## config.mk

```make
export PLATFORM = sky130hd
export DESIGN_NAME = sel_arb_2to1
export DESIGN_NICKNAME = d
export VERILOG_FILES = /design/src/rtl/sel_arb_pkg.sv /design/src/rtl/sel_arb_mux2.sv /design/src/rtl/sel_arb_2to1.sv
export SDC_FILE = /design/constraint.sdc
export NUM_CORES = 1
export LEC_CHECK = 0
export CAP_MARGIN = 20
export CORE_UTILIZATION = 49
export CTS_CLUSTER_SIZE = 20
export DETAILED_ROUTE_END_ITERATION = 7
export GPL_ROUTABILITY_DRIVEN = 0
export GPL_TIMING_DRIVEN = 0
export MAX_ROUTING_LAYER = met4
export PLACE_DENSITY = 0.85
export SKIP_CTS_REPAIR_TIMING = 1
export SYNTH_ARGS = -nofsm -noshare
export SYNTH_HDL_FRONTEND = slang
export SYNTH_SLANG_ARGS = --single-unit
export TNS_END_PERCENT = 100
```

## constraint.sdc

```tcl
create_clock -name clk -period 3.05 [get_ports clk]
set_input_delay 0.61 -clock clk [delete_from_list [all_inputs] [get_ports clk]]
set_output_delay 0.61 -clock clk [all_outputs]
set_load 0.03 [all_outputs]
```

## src/rtl/sel_arb_pkg.sv

```systemverilog
// Shared types and constants for the two-source round-robin select arbiter.
//   sel_arb_state_t : arbiter FSM state (IDLE, GNT_A, GNT_B)
//   SEL_A / SEL_B   : mux select encodings for source A and source B
package sel_arb_pkg;

  typedef enum logic [1:0] {
    IDLE  = 2'd0,
    GNT_A = 2'd1,
    GNT_B = 2'd2
  } sel_arb_state_t;

  localparam logic SEL_A = 1'b0;
  localparam logic SEL_B = 1'b1;

endpackage

```

## src/rtl/sel_arb_mux2.sv

```systemverilog
// Combinational W-bit 2:1 select mux feeding the arbiter output register.
// Ports:
//   a_i   : word from source A (selected when sel_i = SEL_A)
//   b_i   : word from source B (selected when sel_i = SEL_B)
//   sel_i : select
//   y_o   : selected word
module sel_arb_mux2
  import sel_arb_pkg::*;
#(
  parameter int unsigned W = 2
) (
  input  logic [W-1:0] a_i,
  input  logic [W-1:0] b_i,
  input  logic         sel_i,
  output logic [W-1:0] y_o
);

  assign y_o = (sel_i == SEL_B) ? b_i : a_i;

endmodule

```

## src/rtl/sel_arb_2to1.sv

```systemverilog
// Two-source round-robin arbiter driving a 2:1 select mux and a single
// registered output stage with valid/ready handshakes.
// Optional feature: define SEL_ARB_BURST_EN to allow up to BURST_LEN
// consecutive transfers per grant; otherwise the grant alternates after
// every transfer whenever both sources request.
// Ports:
//   clk, rst_n       : clock, synchronous active-low reset
//   a_valid/a_data   : source A request and word;  a_ready accepts it
//   b_valid/b_data   : source B request and word;  b_ready accepts it
//   sel              : registered grant (0 = A, 1 = B), holds in IDLE
//   y_valid/y_data   : registered output word;     y_ready drains it
module sel_arb_2to1
  import sel_arb_pkg::*;
#(
  parameter int unsigned W         = 2,
  parameter int unsigned BURST_LEN = 4
) (
  input  logic         clk,
  input  logic         rst_n,
  input  logic         a_valid,
  input  logic [W-1:0] a_data,
  output logic         a_ready,
  input  logic         b_valid,
  input  logic [W-1:0] b_data,
  output logic         b_ready,
  output logic         sel,
  output logic         y_valid,
  output logic [W-1:0] y_data,
  input  logic         y_ready
);

  if (BURST_LEN < 1 || BURST_LEN > 15) begin : g_bad_burst_len
    $error("sel_arb_2to1: BURST_LEN must be in 1..15");
  end

  sel_arb_state_t state_q, state_d;
  logic           last_q, last_d;
  logic           sel_q, sel_d;
  logic           y_valid_q, y_valid_d;
  logic [W-1:0]   y_data_q, y_data_d;
  logic [W-1:0]   mux_y;
  logic           a_rdy_c, b_rdy_c;
  logic           accept_c;
  logic           burst_done_c;

`ifdef SEL_ARB_BURST_EN
  localparam int unsigned CNT_W = $clog2(BURST_LEN + 1);
  logic [CNT_W-1:0] cnt_q, cnt_d;
  assign burst_done_c = ((cnt_q + CNT_W'(1)) == CNT_W'(BURST_LEN));
`else
  assign burst_done_c = 1'b1;
`endif

  // Output comb: a source may hand over a word only while granted and the
  // output stage is empty or draining this cycle.
  always_comb begin
    a_rdy_c = 1'b0;
    b_rdy_c = 1'b0;
    if (!y_valid_q || y_ready) begin
      a_rdy_c = (state_q == GNT_A);
      b_rdy_c = (state_q == GNT_B);
    end
  end

  assign a_ready  = a_rdy_c;
  assign b_ready  = b_rdy_c;
  assign accept_c = (a_valid & a_rdy_c) | (b_valid & b_rdy_c);

  sel_arb_mux2 #(.W(W)) u_mux (
    .a_i   (a_data),
    .b_i   (b_data),
    .sel_i (sel_q),
    .y_o   (mux_y)
  );

  // Next-state comb: grant sequencing, round-robin priority and burst count.
  always_comb begin
    logic           own_v;
    logic           oth_v;
    sel_arb_state_t oth_st;
    state_d = state_q;
`ifdef SEL_ARB_BURST_EN
    cnt_d   = cnt_q;
`endif
    own_v   = (state_q == GNT_B) ? b_valid : a_valid;
    oth_v   = (state_q == GNT_B) ? a_valid : b_valid;
    oth_st  = (state_q == GNT_B) ? GNT_A : GNT_B;

    unique case (state_q)
      IDLE: begin
        if (a_valid && b_valid) begin
          state_d = (last_q == SEL_A) ? GNT_B : GNT_A;
        end else if (a_valid) begin
          state_d = GNT_A;
        end else if (b_valid) begin
          state_d = GNT_B;
        end
`ifdef SEL_ARB_BURST_EN
        cnt_d = '0;
`endif
      end
      GNT_A, GNT_B: begin
        if (accept_c) begin
          if (burst_done_c) begin
            // Burst spent: hand over if the other side waits, else restart.
            if (oth_v) begin
              state_d = oth_st;
            end else if (!own_v) begin
              state_d = IDLE;
            end
`ifdef SEL_ARB_BURST_EN
            cnt_d = '0;
          end else begin
            cnt_d = cnt_q + CNT_W'(1);
`endif
          end
        end else if (!own_v) begin
          state_d = oth_v ? oth_st : IDLE;
`ifdef SEL_ARB_BURST_EN
          cnt_d   = '0;
`endif
        end
        // Otherwise stalled by output backpressure: hold state and count.
      end
      default: begin
        state_d = IDLE;
      end
    endcase

    // sel and last follow the grant; both hold their value through IDLE.
    last_d = last_q;
    sel_d  = sel_q;
    if (state_d == GNT_A) begin
      last_d = SEL_A;
      sel_d  = SEL_A;
    end else if (state_d == GNT_B) begin
      last_d = SEL_B;
      sel_d  = SEL_B;
    end
  end

  // Output stage: load on accept, clear on drain, otherwise hold.
  always_comb begin
    y_valid_d = y_valid_q;
    y_data_d  = y_data_q;
    if (accept_c) begin
      y_valid_d = 1'b1;
      y_data_d  = mux_y;
    end else if (y_ready) begin
      y_valid_d = 1'b0;
    end
  end

  // State register.
  always_ff @(posedge clk) begin
    if (!rst_n) begin
      state_q <= IDLE;
      last_q  <= SEL_B;
      sel_q   <= SEL_A;
`ifdef SEL_ARB_BURST_EN
      cnt_q   <= '0;
`endif
    end else begin
      state_q <= state_d;
      last_q  <= last_d;
      sel_q   <= sel_d;
`ifdef SEL_ARB_BURST_EN
      cnt_q   <= cnt_d;
`endif
    end
  end

  // Output register.
  always_ff @(posedge clk) begin
    if (!rst_n) begin
      y_valid_q <= 1'b0;
      y_data_q  <= '0;
    end else begin
      y_valid_q <= y_valid_d;
      y_data_q  <= y_data_d;
    end
  end

  assign sel     = sel_q;
  assign y_valid = y_valid_q;
  assign y_data  = y_data_q;

endmodule

```

==> impl_metrics.xml, run 1 <==
<?xml version="1.0" encoding="UTF-8"?>
<metrics>
  <group name="finish">
    <metric name="syn_to_final_growth" unit="%">22.5</metric>
    <metric name="postLayoutCellArea" unit="sq um">846</metric>
    <metric name="antenna_cells_inserted" unit="">0</metric>
    <metric name="layout.cells.non_filler" unit="">104</metric>
    <metric name="nets" unit="">106</metric>
    <metric name="final_layout_size_suffix_gt1_frac" unit="">0.146</metric>
    <metric name="layout.core_utilization" unit="">0.650</metric>
  </group>
  <group name="floorplanning">
    <metric name="ioPinCount" unit="">15</metric>
    <metric name="die_area" unit="sq um">1560</metric>
    <metric name="rows" unit="">13</metric>
    <metric name="die_w" unit="um">39.5</metric>
    <metric name="die-height" unit="um">39.5</metric>
    <metric name="initial_utilization" unit="">0.531</metric>
    <metric name="floorplan.core_area" unit="sq um">1300</metric>
  </group>
  <group name="drt">
    <metric name="vias_per_cell" unit="">5.69</metric>
    <metric name="routedWlPerCell" unit="um">12.9</metric>
    <metric name="dr_wl_met2" unit="um">698</metric>
    <metric name="met3_wirelength" unit="um">38</metric>
    <metric name="route.antenna.remaining_nets" unit="">0</metric>
    <metric name="detail_route.wirelength" unit="mm">1.34</metric>
    <metric name="maxUsedRoutingLayer" unit="">met4</metric>
    <metric name="drt_pre_antenna_iters" unit="">3</metric>
    <metric name="detail_route.wirelength.met1" unit="um">590</metric>
    <metric name="remaining_drc_errors" unit="">0</metric>
    <metric name="vias" unit="">592</metric>
    <metric name="drt_iter0_drc" unit="">1</metric>
  </group>
  <group name="worst_setup_path">
    <metric name="setup.worst_path.end_class" unit="">output pin</metric>
    <metric name="timing.critical_path.arrival" unit="ns">1.99</metric>
    <metric name="reg2regPathDepth" unit="">9</metric>
    <metric name="critical_path.max_fanout" unit="">10</metric>
    <metric name="worst_setup_path_start_kind" unit="">register</metric>
    <metric name="crit_type" unit="">register to output pin</metric>
    <metric name="regToRegSetupSlack" unit="ns">0.64</metric>
    <metric name="worstPathRequired" unit="ns">2.44</metric>
    <metric name="reg2reg_from" unit="">state_q[0]$_SDFF_PN0_</metric>
    <metric name="crit-reg2reg-capture" unit="">last_q$_SDFFE_PN1P_</metric>
  </group>
  <group name="synthesis">
    <metric name="synthesis.nets" unit="">90</metric>
    <metric name="synth_seq_cells" unit="">7</metric>
    <metric name="synthDominantAreaCellType" unit="">dfxtp_1</metric>
    <metric name="synth.top_cell.area_share" unit="">0.203</metric>
    <metric name="dominantRegCellSynth" unit="">dfxtp_1</metric>
    <metric name="synth_top_family_by_area" unit="">simple AND/OR/NAND/NOR gates</metric>
    <metric name="synth_xor_xnor_area_share" unit="">0</metric>
    <metric name="synth-edff-count" unit="">0</metric>
    <metric name="syn-mean-instance-area" unit="sq um">9.33</metric>
    <metric name="synth_seq_area_share" unit="">0.203</metric>
    <metric name="synthSimpleGateAreaFrac" unit="">0.268</metric>
    <metric name="synth.mux.area_fraction" unit="">0.0435</metric>
    <metric name="asyncSetResetFlopFracSynth" unit="">0</metric>
    <metric name="post_synth_main_area_contributors" unit="">dfxtp_1 20%, ha_1 13%, buf_6 6.5%</metric>
    <metric name="synthesized_area_fraction_occupied_by_adder_cells" unit="">0.127</metric>
    <metric name="synth-compound-area-share" unit="">0.266</metric>
    <metric name="total_number_of_yosys_warnings" unit="">0</metric>
    <metric name="postSynthCellCount" unit="">74</metric>
    <metric name="yosys.cell_types.count" unit="">35</metric>
    <metric name="syn_area" unit="sq um">691</metric>
  </group>
  <group name="sta">
    <metric name="skew" unit="ns">0.00348</metric>
    <metric name="maxSlewHeadroom" unit="">0.747</metric>
    <metric name="final_layout_setup_total_negative_slack" unit="ns">0</metric>
    <metric name="post-route-min-period" unit="ns">2.60</metric>
    <metric name="grt_setup_unrepaired" unit="">false</metric>
    <metric name="fmax" unit="MHz">385</metric>
    <metric name="report.final.hold_viol_count" unit="">0</metric>
    <metric name="finalSetupViolations" unit="">0</metric>
    <metric name="final-max-slew-violation-count" unit="">0</metric>
    <metric name="pin_slew_with_the_least_headroom_to_its_limit" unit="ns">0.373</metric>
    <metric name="hold_ws" unit="ns">0.463</metric>
    <metric name="post-route-period-util" unit="">0.852</metric>
  </group>
  <group name="pwr">
    <metric name="irDropWorstVdd" unit="uV">521</metric>
    <metric name="powerDensity" unit="nW/um^2">863</metric>
    <metric name="static-leakage-power" unit="nW">0.385</metric>
  </group>
  <group name="grt">
    <metric name="grt_first_pass_wirelength" unit="mm">2.24</metric>
    <metric name="global_route.overflow_total" unit="">0</metric>
    <metric name="grt_antenna_before_repair" unit="">0</metric>
    <metric name="grt_usage" unit="">0.220</metric>
    <metric name="grt_start_max_net_pins" unit="">11</metric>
    <metric name="grt_pass1_vias" unit="">578</metric>
  </group>
  <group name="placed_design">
    <metric name="place.port_buffers" unit="">11</metric>
    <metric name="detailed_place.area" unit="sq um">820</metric>
    <metric name="placed_cells_incl_taps" unit="">100</metric>
    <metric name="place_hpwl" unit="mm">1.07</metric>
  </group>
  <group name="worst_hold_path">
    <metric name="hold-path-cell-count" unit="">2</metric>
    <metric name="holdCritStartpoint" unit="">last_q$_SDFFE_PN1P_</metric>
    <metric name="hold_path.class" unit="">register to register</metric>
    <metric name="min_delay_worst_endpoint" unit="">last_q$_SDFFE_PN1P_</metric>
  </group>
  <group name="clock_tree">
    <metric name="ctsRootBufferMaster" unit="">clkbuf_4</metric>
    <metric name="clockBufferDepth" unit="">2</metric>
    <metric name="worst_skew_pair.late_latency" unit="ns">0.26</metric>
    <metric name="cts_inserted_buffers" unit="">3</metric>
    <metric name="clock_transition_time_at_the_flip_flop_clock_pins_of_the_worst_setup_and_hold_paths" unit="ns">0.06</metric>
    <metric name="clock-sinks" unit="">7</metric>
    <metric name="cts_max_level" unit="">1</metric>
    <metric name="tritoncts_clock_tree" unit="">done</metric>
  </group>
  <group name="job">
    <metric name="max_cap_viol_count" unit="">0</metric>
  </group>
  <group name="run_status">
    <metric name="status" unit="">complete, no violations</metric>
  </group>
</metrics>
power breakdown:
part | internal [mW] | leakage (nW) | switching (mW)
Sequential | 0.127 | 0.0574 | 0.0332
Combinational | 0.230 | 0.312 | 0.253
Clock | 0.0501 | 0.0150 | 0.0372
cells in the final DEF (no fill, tap or decap), types with 2 or more instances in the layout:
cell type        synthesis  layout
a21oi_1                  4       4
nor3b_1                  3       3
a221o_1                  3       3
nand2b_1                 3       3
clkbuf_4                 0       3
nand2_1                  4       4
nor2b_1                  3       3
o21ai_0                  2       2
o211a_1                  3       3
clkbuf_1                 1       2
nand2_4                  2       2
buf_6                    4       4
ha_1                     7       7
inv_1                    4       4
nand3_1                  2       2
mux2i_1                  3       3
dfxtp_1                  7       7
clkdlybuf4s50_1          0      11
worst max-delay path, cell delays in order, from the launching register on:
cell and delay (ns):
dfxtp_1 0.35, inv_1 0.17, ha_1 0.26, buf_6 0.16, nor2b_1 0.12, clkdlybuf4s50_1 0.67
sequential cells by signal, indices dropped and copies added (netlist names):
name,cells
last_q,1
sel,1
state_q,2
y_data,2
y_valid,1
layer usage:
layer	vias to the layer above	GRT usage
met5	-	-
met4	0	0.155
met3	2	0.0170
met2	15	0.389
met1	277	0.228
li1	298	-
per-stage QoR:
| step | power, mW | setup slack [ns] |
|---|---|---|
| floorplan | 0.523 | 0.899 |
| global placement | 0.627 | 0.472 |
| detailed placement | 0.643 | 0.432 |
| CTS | 0.732 | 0.433 |
| global route | 0.789 | 0.343 |
| finish | 0.730 | 0.453 |
worst max path at each step:
stage | from | endpoint | slack (ns) | cells past startpoint
3_3_place_gp | y_ready | last_q$_SDFFE_PN1P_ | 0.47 | 9
6_report | state_q[0]$_SDFF_PN0_ | b_ready | 0.45 | 5
3_5_place_dp | y_ready | last_q$_SDFFE_PN1P_ | 0.43 | 9
2_1_floorplan | state_q[0]$_SDFF_PN0_ | last_q$_SDFFE_PN1P_ | 0.90 | 10
4_1_cts | state_q[0]$_SDFF_PN0_ | b_ready | 0.43 | 5
5_1_grt | state_q[0]$_SDFF_PN0_ | b_ready | 0.34 | 5
synth_stat cells (all sizes together) (2+ instances only):
cell and instances:
dfxtp 7, nand2b 3, a21oi 5, nand3 2, ha 7, o21ai 2
inv 4, nand2 6, nor3b 3, a221o 3, buf 4, o211a 3
o311ai 2, mux2i 3, nor2b 4
kinds of logic (layout without fill, tap and decap cells):
| group | Yosys count | in the layout |
|---|---|---|
| compound gates | 21 | 21 |
| fa+ha+maj | 7 | 7 |
| buf+inv | 9 | 24 |
| flops | 7 | 7 |
| mux | 3 | 3 |
| simple gates | 27 | 27 |
area by class of cell:
type	count	area (sq um)
Sequential cell	7	140
Timing Repair Buffer	11	110
Buffer	5	48.8
Clock buffer	4	26.3
Fill cell	124	455
Tap cell	15	18.8
Inverter	4	15.0
Multi-Input combinational cell	58	487
Note: power is estimated with default switching activity, not from simulation.
==> inputs of run 2 (changes only) <==
- CAP_MARGIN: 20 -> 40
- CTS_BUF_LIST: default -> sky130_fd_sc_hd__clkbuf_16
==> run 2 against run 1 <==
Effect of this change:
- die area did not move
- first-iteration DRC count rose to 4.0 times the previous value
- clock skew fell by 0.0015 ns
- non-clock buffer count did not move
==> impl_metrics.xml, run 2 (synthesized netlist as in run 1, its figures left out) <==
<?xml version="1.0" encoding="UTF-8"?>
<metrics>
  <group name="pwr">
    <metric name="powerDensity" unit="nW/um^2">968</metric>
    <metric name="power_frac_comb" unit="">0.562</metric>
    <metric name="static-leakage-power" unit="nW">0.412</metric>
    <metric name="p_total" unit="uW">869</metric>
    <metric name="internal_power" unit="uW">528</metric>
    <metric name="power_switching_share" unit="">0.393</metric>
    <metric name="irDropWorstVdd" unit="uV">575</metric>
    <metric name="seq_power_share" unit="">0.186</metric>
    <metric name="clkPwrFrac" unit="">0.252</metric>
    <metric name="power_switching" unit="uW">342</metric>
  </group>
  <group name="floorplanning">
    <metric name="die_w" unit="um">39.5</metric>
    <metric name="ioPinCount" unit="">15</metric>
    <metric name="die-height" unit="um">39.5</metric>
    <metric name="rows" unit="">13</metric>
    <metric name="die_area" unit="sq um">1560</metric>
    <metric name="initial_utilization" unit="">0.531</metric>
    <metric name="floorplan.core_area" unit="sq um">1300</metric>
  </group>
  <group name="worst_setup_path">
    <metric name="worst_path_max_delay_cell" unit="">clkdlybuf4s50_1</metric>
    <metric name="timing.critical_path.arrival" unit="ns">1.97</metric>
    <metric name="crit_type" unit="">register to output pin</metric>
    <metric name="critical_path.max_fanout" unit="">10</metric>
    <metric name="crit_path_max_incr_delay" unit="ns">0.67</metric>
    <metric name="cell_chain_critical_path" unit="">inv_1 -&gt; ha_1 -&gt; buf_6 -&gt; nor2b_1 -&gt; clkdlybuf4s50_1</metric>
    <metric name="worstPathRequired" unit="ns">2.44</metric>
    <metric name="cpLargestDelayFamily" unit="">buffers and inverters</metric>
    <metric name="critPathBufInv" unit="">3</metric>
    <metric name="worst_setup_path_start_kind" unit="">register</metric>
    <metric name="setup.worst_path.end_class" unit="">output pin</metric>
  </group>
  <group name="clock_tree">
    <metric name="cts_inserted_buffers" unit="">3</metric>
    <metric name="tritoncts_clock_tree" unit="">done</metric>
    <metric name="clock_transition_time_at_the_flip_flop_clock_pins_of_the_worst_setup_and_hold_paths" unit="ns">0.04</metric>
    <metric name="ctsRootBufferMaster" unit="">clkbuf_16</metric>
    <metric name="cts_max_level" unit="">1</metric>
    <metric name="worst_skew_pair.late_latency" unit="ns">0.23</metric>
    <metric name="clock-sinks" unit="">7</metric>
    <metric name="clockBufferDepth" unit="">2</metric>
  </group>
  <group name="sta">
    <metric name="skew" unit="ns">0.00197</metric>
    <metric name="maxSlewHeadroom" unit="">0.731</metric>
    <metric name="final_layout_setup_total_negative_slack" unit="ns">0</metric>
    <metric name="post-route-period-util" unit="">0.847</metric>
    <metric name="post-route-min-period" unit="ns">2.58</metric>
    <metric name="final-max-slew-violation-count" unit="">0</metric>
    <metric name="pin_slew_with_the_least_headroom_to_its_limit" unit="ns">0.398</metric>
    <metric name="hold_ws" unit="ns">0.460</metric>
    <metric name="finalSetupViolations" unit="">0</metric>
    <metric name="fmax" unit="MHz">387</metric>
    <metric name="report.final.hold_viol_count" unit="">0</metric>
    <metric name="grt_setup_unrepaired" unit="">false</metric>
  </group>
  <group name="finish">
    <metric name="layout_common_cells" unit="">11 x clkdlybuf4s50_1, 7 x ha_1, 7 x dfxtp_1, 5 x inv_1</metric>
    <metric name="commonest_non_fill_non_tap_cell_in_the_layout" unit="">clkdlybuf4s50_1</metric>
    <metric name="fillerInstances" unit="">113</metric>
    <metric name="syn_to_final_growth" unit="%">30.1</metric>
    <metric name="multi_input_area" unit="sq um">487</metric>
    <metric name="final_layout_size_suffix_gt1_frac" unit="">0.146</metric>
    <metric name="final-seq-area" unit="sq um">140</metric>
    <metric name="layout.cells.non_filler" unit="">104</metric>
    <metric name="nets" unit="">106</metric>
    <metric name="antenna_cells_inserted" unit="">0</metric>
  </group>
  <group name="drt">
    <metric name="vias_per_cell" unit="">5.82</metric>
    <metric name="detail_route.wirelength" unit="mm">1.44</metric>
    <metric name="remaining_drc_errors" unit="">0</metric>
    <metric name="route.antenna.remaining_nets" unit="">0</metric>
    <metric name="routedWlPerCell" unit="um">13.8</metric>
    <metric name="drt_pre_antenna_iters" unit="">2</metric>
    <metric name="vias" unit="">605</metric>
    <metric name="drt_iter0_drc" unit="">4</metric>
  </group>
  <group name="grt">
    <metric name="grt_pass1_vias" unit="">608</metric>
    <metric name="grt_antenna_before_repair" unit="">0</metric>
    <metric name="global_route.overflow_total" unit="">0</metric>
    <metric name="grt_first_pass_wirelength" unit="mm">2.44</metric>
    <metric name="grt_usage" unit="">0.240</metric>
    <metric name="grt_start_max_net_pins" unit="">11</metric>
  </group>
  <group name="worst_hold_path">
    <metric name="hold_path.class" unit="">register to register</metric>
  </group>
  <group name="placed_design">
    <metric name="place_hpwl" unit="mm">1.07</metric>
    <metric name="placed_cells_incl_taps" unit="">100</metric>
    <metric name="place.port_buffers" unit="">11</metric>
  </group>
  <group name="job">
    <metric name="max_cap_viol_count" unit="">0</metric>
  </group>
  <group name="run_status">
    <metric name="status" unit="">complete, no violations</metric>
  </group>
</metrics>
==> run 2: changes by cell type in the layout (fill, tap and decap cells not counted), sizes merged <==
cell	before	now
inv	4	5
clkbuf	5	4
==> run 2: area by class of cell <==
cell class                      count  share of cell area
Timing Repair Buffer               11               0.123
Sequential cell                     7               0.156
Clock inverter                      1             0.00418
Buffer                              5              0.0543
Inverter                            4              0.0167
Clock buffer                        3              0.0836
Tap cell                           15              0.0209
Multi-Input combinational cell     58               0.542
==> run 2: power groups by stage <==
stage               clock network [mW]  registers (mW)  logic, mW
floorplan                            0           0.189      0.334
global route                     0.229           0.168      0.535
global placement                     0           0.161      0.465
finish                           0.219           0.162      0.489
detailed placement                   0           0.162      0.481
CTS                              0.222           0.162      0.486
==> run 2: final timing paths <==
check / startpoint / end / slack, ns / depth (start not counted)
max reg2reg: state_q[0]$_SDFF_PN0_ / last_q$_SDFFE_PN1P_ / 0.63 / 9
min: last_q$_SDFFE_PN1P_ / last_q$_SDFFE_PN1P_ / 0.46 / 2
max: state_q[0]$_SDFF_PN0_ / b_ready / 0.47 / 5
min reg2reg: last_q$_SDFFE_PN1P_ / last_q$_SDFFE_PN1P_ / 0.46 / 2
==> run 2: per-stage QoR <==
step	instance area [sq um]	utilization	worst slack, ns
final	898	0.690	0.468
after global routing	898	0.690	0.363
after CTS	898	0.690	0.453
after detailed placement	820	0.630	0.432
after global placement	820	0.630	0.472
after floorplan	691	-	0.899
==> run 2: per-layer routing <==
metal  share of wire  track usage  vias to the layer above  routed length, um
li1                -            -                      302                  -
met1            0.42        0.245                      284                610
met2            0.54        0.434                       15                770
met3           0.024       0.0170                        4                 34
met4           0.015        0.155                        0                 21
met5               0            -                        -                  0
==> run 2: worst reg2reg max path, delay by kind of cell (launching register included) <==
family | cells | cell delay, ns
AOI/OAI and AO/OA | 3 | 0.63
adders and majority gates | 2 | 0.60
DFF | 1 | 0.40
and+or+nand+nor | 2 | 0.34
muxes | 1 | 0.17
buffers and inverters | 1 | 0.14
==> inputs of run 3 (changes only) <==
- CORE_UTILIZATION: 49 -> 44
- PLACE_DENSITY: 0.85 -> 0.81
- clock period: 3.05 -> 2.1 ns (I/O delays scaled with it)
==> run 3 against run 2 <==
Effect of this change:
- the flow now finishes with violations (negative setup slack)
- setup slack got worse by 0.51 ns
- critical path depth rose by 5
- final cell count rose by 6.7%
- sequential share of layout area fell by 1.7 points
- total power rose by 72%
- routed wire length rose by 22%
- core utilization rose by 7.8 points
- worst hold slack improved by 0.030 ns
- clock power rose by 48%
- first-iteration DRC count rose to 5.5 times the previous value
- non-clock buffer count rose by 7
- combinational power rose by 87%
- critical endpoint is now last_q$_SDFFE_PN1P_
==> impl_metrics.xml, run 3 (synthesized netlist as in run 1, its figures left out) <==
<?xml version="1.0" encoding="UTF-8"?>
<metrics>
  <group name="grt">
    <metric name="grt_first_pass_wirelength" unit="mm">2.45</metric>
    <metric name="grt_start_max_net_pins" unit="">11</metric>
    <metric name="grt_pass1_vias" unit="">601</metric>
    <metric name="grt_antenna_before_repair" unit="">0</metric>
    <metric name="global_route.overflow_total" unit="">0</metric>
    <metric name="grt_usage" unit="">0.185</metric>
  </group>
  <group name="drt">
    <metric name="vias" unit="">646</metric>
    <metric name="routedWlPerCell" unit="um">15.8</metric>
    <metric name="drt_pre_antenna_iters" unit="">4</metric>
    <metric name="drt_iter0_drc" unit="">22</metric>
    <metric name="remaining_drc_errors" unit="">0</metric>
    <metric name="vias_per_cell" unit="">5.82</metric>
    <metric name="route.antenna.remaining_nets" unit="">0</metric>
    <metric name="detail_route.wirelength" unit="mm">1.75</metric>
  </group>
  <group name="sta">
    <metric name="hold_ws" unit="ns">0.490</metric>
    <metric name="finalSetupViolations" unit="">1</metric>
    <metric name="maxSlewHeadroom" unit="">0.734</metric>
    <metric name="final-max-slew-violation-count" unit="">0</metric>
    <metric name="final_critical_path_setup_slack" unit="ns">-0.0402</metric>
    <metric name="post-route-min-period" unit="ns">2.14</metric>
    <metric name="grt_setup_unrepaired" unit="">true</metric>
    <metric name="skew" unit="ns">0.00475</metric>
    <metric name="post-route-period-util" unit="">1.02</metric>
    <metric name="fmax" unit="MHz">467</metric>
    <metric name="pin_slew_with_the_least_headroom_to_its_limit" unit="ns">0.399</metric>
    <metric name="final_layout_setup_total_negative_slack" unit="ns">-0.0402</metric>
    <metric name="report.final.hold_viol_count" unit="">0</metric>
  </group>
  <group name="job">
    <metric name="max_cap_viol_count" unit="">0</metric>
  </group>
  <group name="floorplanning">
    <metric name="ioPinCount" unit="">15</metric>
    <metric name="floorplan.core_area" unit="sq um">1380</metric>
    <metric name="rows" unit="">13</metric>
    <metric name="initial_utilization" unit="">0.500</metric>
    <metric name="die_area" unit="sq um">1730</metric>
    <metric name="die-height" unit="um">41.6</metric>
    <metric name="die_w" unit="um">41.6</metric>
  </group>
  <group name="finish">
    <metric name="postLayoutCellArea" unit="sq um">1060</metric>
    <metric name="fillerInstances" unit="">92</metric>
    <metric name="layout_common_cells" unit="">8 x clkdlybuf4s50_1, 6 x buf_4, 5 x dfxtp_1</metric>
    <metric name="syn_to_final_growth" unit="%">53.8</metric>
    <metric name="layout.cells.non_filler" unit="">111</metric>
    <metric name="multi_input_area" unit="sq um">557</metric>
    <metric name="antenna_cells_inserted" unit="">0</metric>
    <metric name="final-seq-area" unit="sq um">148</metric>
    <metric name="nets" unit="">113</metric>
    <metric name="final_layout_size_suffix_gt1_frac" unit="">0.344</metric>
    <metric name="commonest_non_fill_non_tap_cell_in_the_layout" unit="">clkdlybuf4s50_1</metric>
    <metric name="layout.core_utilization" unit="">0.768</metric>
  </group>
  <group name="worst_hold_path">
    <metric name="hold_path.class" unit="">register to register</metric>
    <metric name="min_delay_worst_endpoint" unit="">y_data[0]$_SDFFE_PN0N_</metric>
    <metric name="holdCritStartpoint" unit="">y_data[0]$_SDFFE_PN0N_</metric>
    <metric name="hold-path-cell-count" unit="">1</metric>
  </group>
  <group name="placed_design">
    <metric name="place.port_buffers" unit="">11</metric>
    <metric name="place_hpwl" unit="um">989</metric>
    <metric name="detailed_place.area" unit="sq um">825</metric>
    <metric name="dpl_worst_slack" unit="ns">-0.294</metric>
    <metric name="placed_cells_incl_taps" unit="">100</metric>
  </group>
  <group name="worst_setup_path">
    <metric name="setup.worst_path.end_class" unit="">register</metric>
    <metric name="reg2reg_from" unit="">state_q[0]$_SDFF_PN0_</metric>
    <metric name="timing.critical_path.arrival" unit="ns">2.24</metric>
    <metric name="worst_setup_path_start_kind" unit="">register</metric>
    <metric name="reg2regPathDepth" unit="">10</metric>
    <metric name="worstPathRequired" unit="ns">2.20</metric>
    <metric name="critical_path.max_fanout" unit="">5</metric>
    <metric name="crit_type" unit="">register to register</metric>
    <metric name="crit-reg2reg-capture" unit="">last_q$_SDFFE_PN1P_</metric>
    <metric name="regToRegSetupSlack" unit="ns">-0.04</metric>
  </group>
  <group name="run_status">
    <metric name="status" unit="">finished, violations left</metric>
    <metric name="violations" unit="">negative setup slack</metric>
  </group>
  <group name="clock_tree">
    <metric name="worst_skew_pair.late_latency" unit="ns">0.23</metric>
    <metric name="clock_transition_time_at_the_flip_flop_clock_pins_of_the_worst_setup_and_hold_paths" unit="ns">0.04</metric>
    <metric name="ctsRootBufferMaster" unit="">clkbuf_16</metric>
    <metric name="tritoncts_clock_tree" unit="">done</metric>
    <metric name="cts_inserted_buffers" unit="">3</metric>
    <metric name="cts_max_level" unit="">1</metric>
    <metric name="clockBufferDepth" unit="">2</metric>
    <metric name="clock-sinks" unit="">7</metric>
  </group>
  <group name="pwr">
    <metric name="p_total" unit="mW">1.50</metric>
    <metric name="static-leakage-power" unit="nW">0.502</metric>
    <metric name="powerDensity" unit="nW/um^2">1410</metric>
    <metric name="irDropWorstVdd" unit="uV">888</metric>
  </group>
</metrics>
-- run 3: cell types whose count changed in the layout (fill, tap and decap cells not counted), moves of 2 or more --
cell,change
ha_4,+3
ha_1,-4
dfxtp_1,-2
buf_4,+6
dlymetal6s2s_1,+3
clkdlybuf4s50_1,-3
inv_1,-2
dfxtp_4,+2
-- run 3: cell type report --
type,count,share of cell area
Multi-Input combinational cell,58,0.524
Timing Repair Buffer,18,0.177
Inverter,4,0.0188
Clock inverter,1,0.00353
Clock buffer,3,0.0707
Buffer,5,0.0495
Sequential cell,7,0.139
Tap cell,15,0.0177
-- run 3: worst max-delay path by stage --
stage	slack [ns]	start	endpoint
after global routing	-0.11	state_q[0]$_SDFF_PN0_	last_q$_SDFFE_PN1P_
after floorplan	0.02	state_q[1]$_SDFF_PN0_	last_q$_SDFFE_PN1P_
after detailed placement	-0.29	y_ready	last_q$_SDFFE_PN1P_
after global placement	-0.28	y_ready	last_q$_SDFFE_PN1P_
final	-0.04	state_q[0]$_SDFF_PN0_	last_q$_SDFFE_PN1P_
after CTS	-0.26	state_q[1]$_SDFF_PN0_	b_ready
-- run 3: critical path: stages (launching register included) --
cell     delay (ns)
dfxtp_4        0.38
inv_6          0.05
ha_4           0.18
buf_8          0.13
nand3_4        0.05
nor3b_1        0.05
or2_1          0.26
a221o_1        0.37
ha_4           0.28
mux2i_1        0.18
nand2_1        0.07
-- run 3: per-layer routing --
metal / global-route usage / vias to the layer above / wire [um]
met5: - / - / 0
met3: 0.0783 / 0 / 122
li1: - / 313 / -
met2: 0.284 / 31 / 844
met1: 0.234 / 302 / 786
met4: 0.0194 / 0 / 0
-- run 3: power breakdown --
group	internal [mW]	leakage, nW	switching, mW
Combinational	0.469	0.401	0.444
Sequential	0.194	0.0587	0.0659
Clock	0.248	0.0423	0.0759
Total	0.911	0.502	0.586
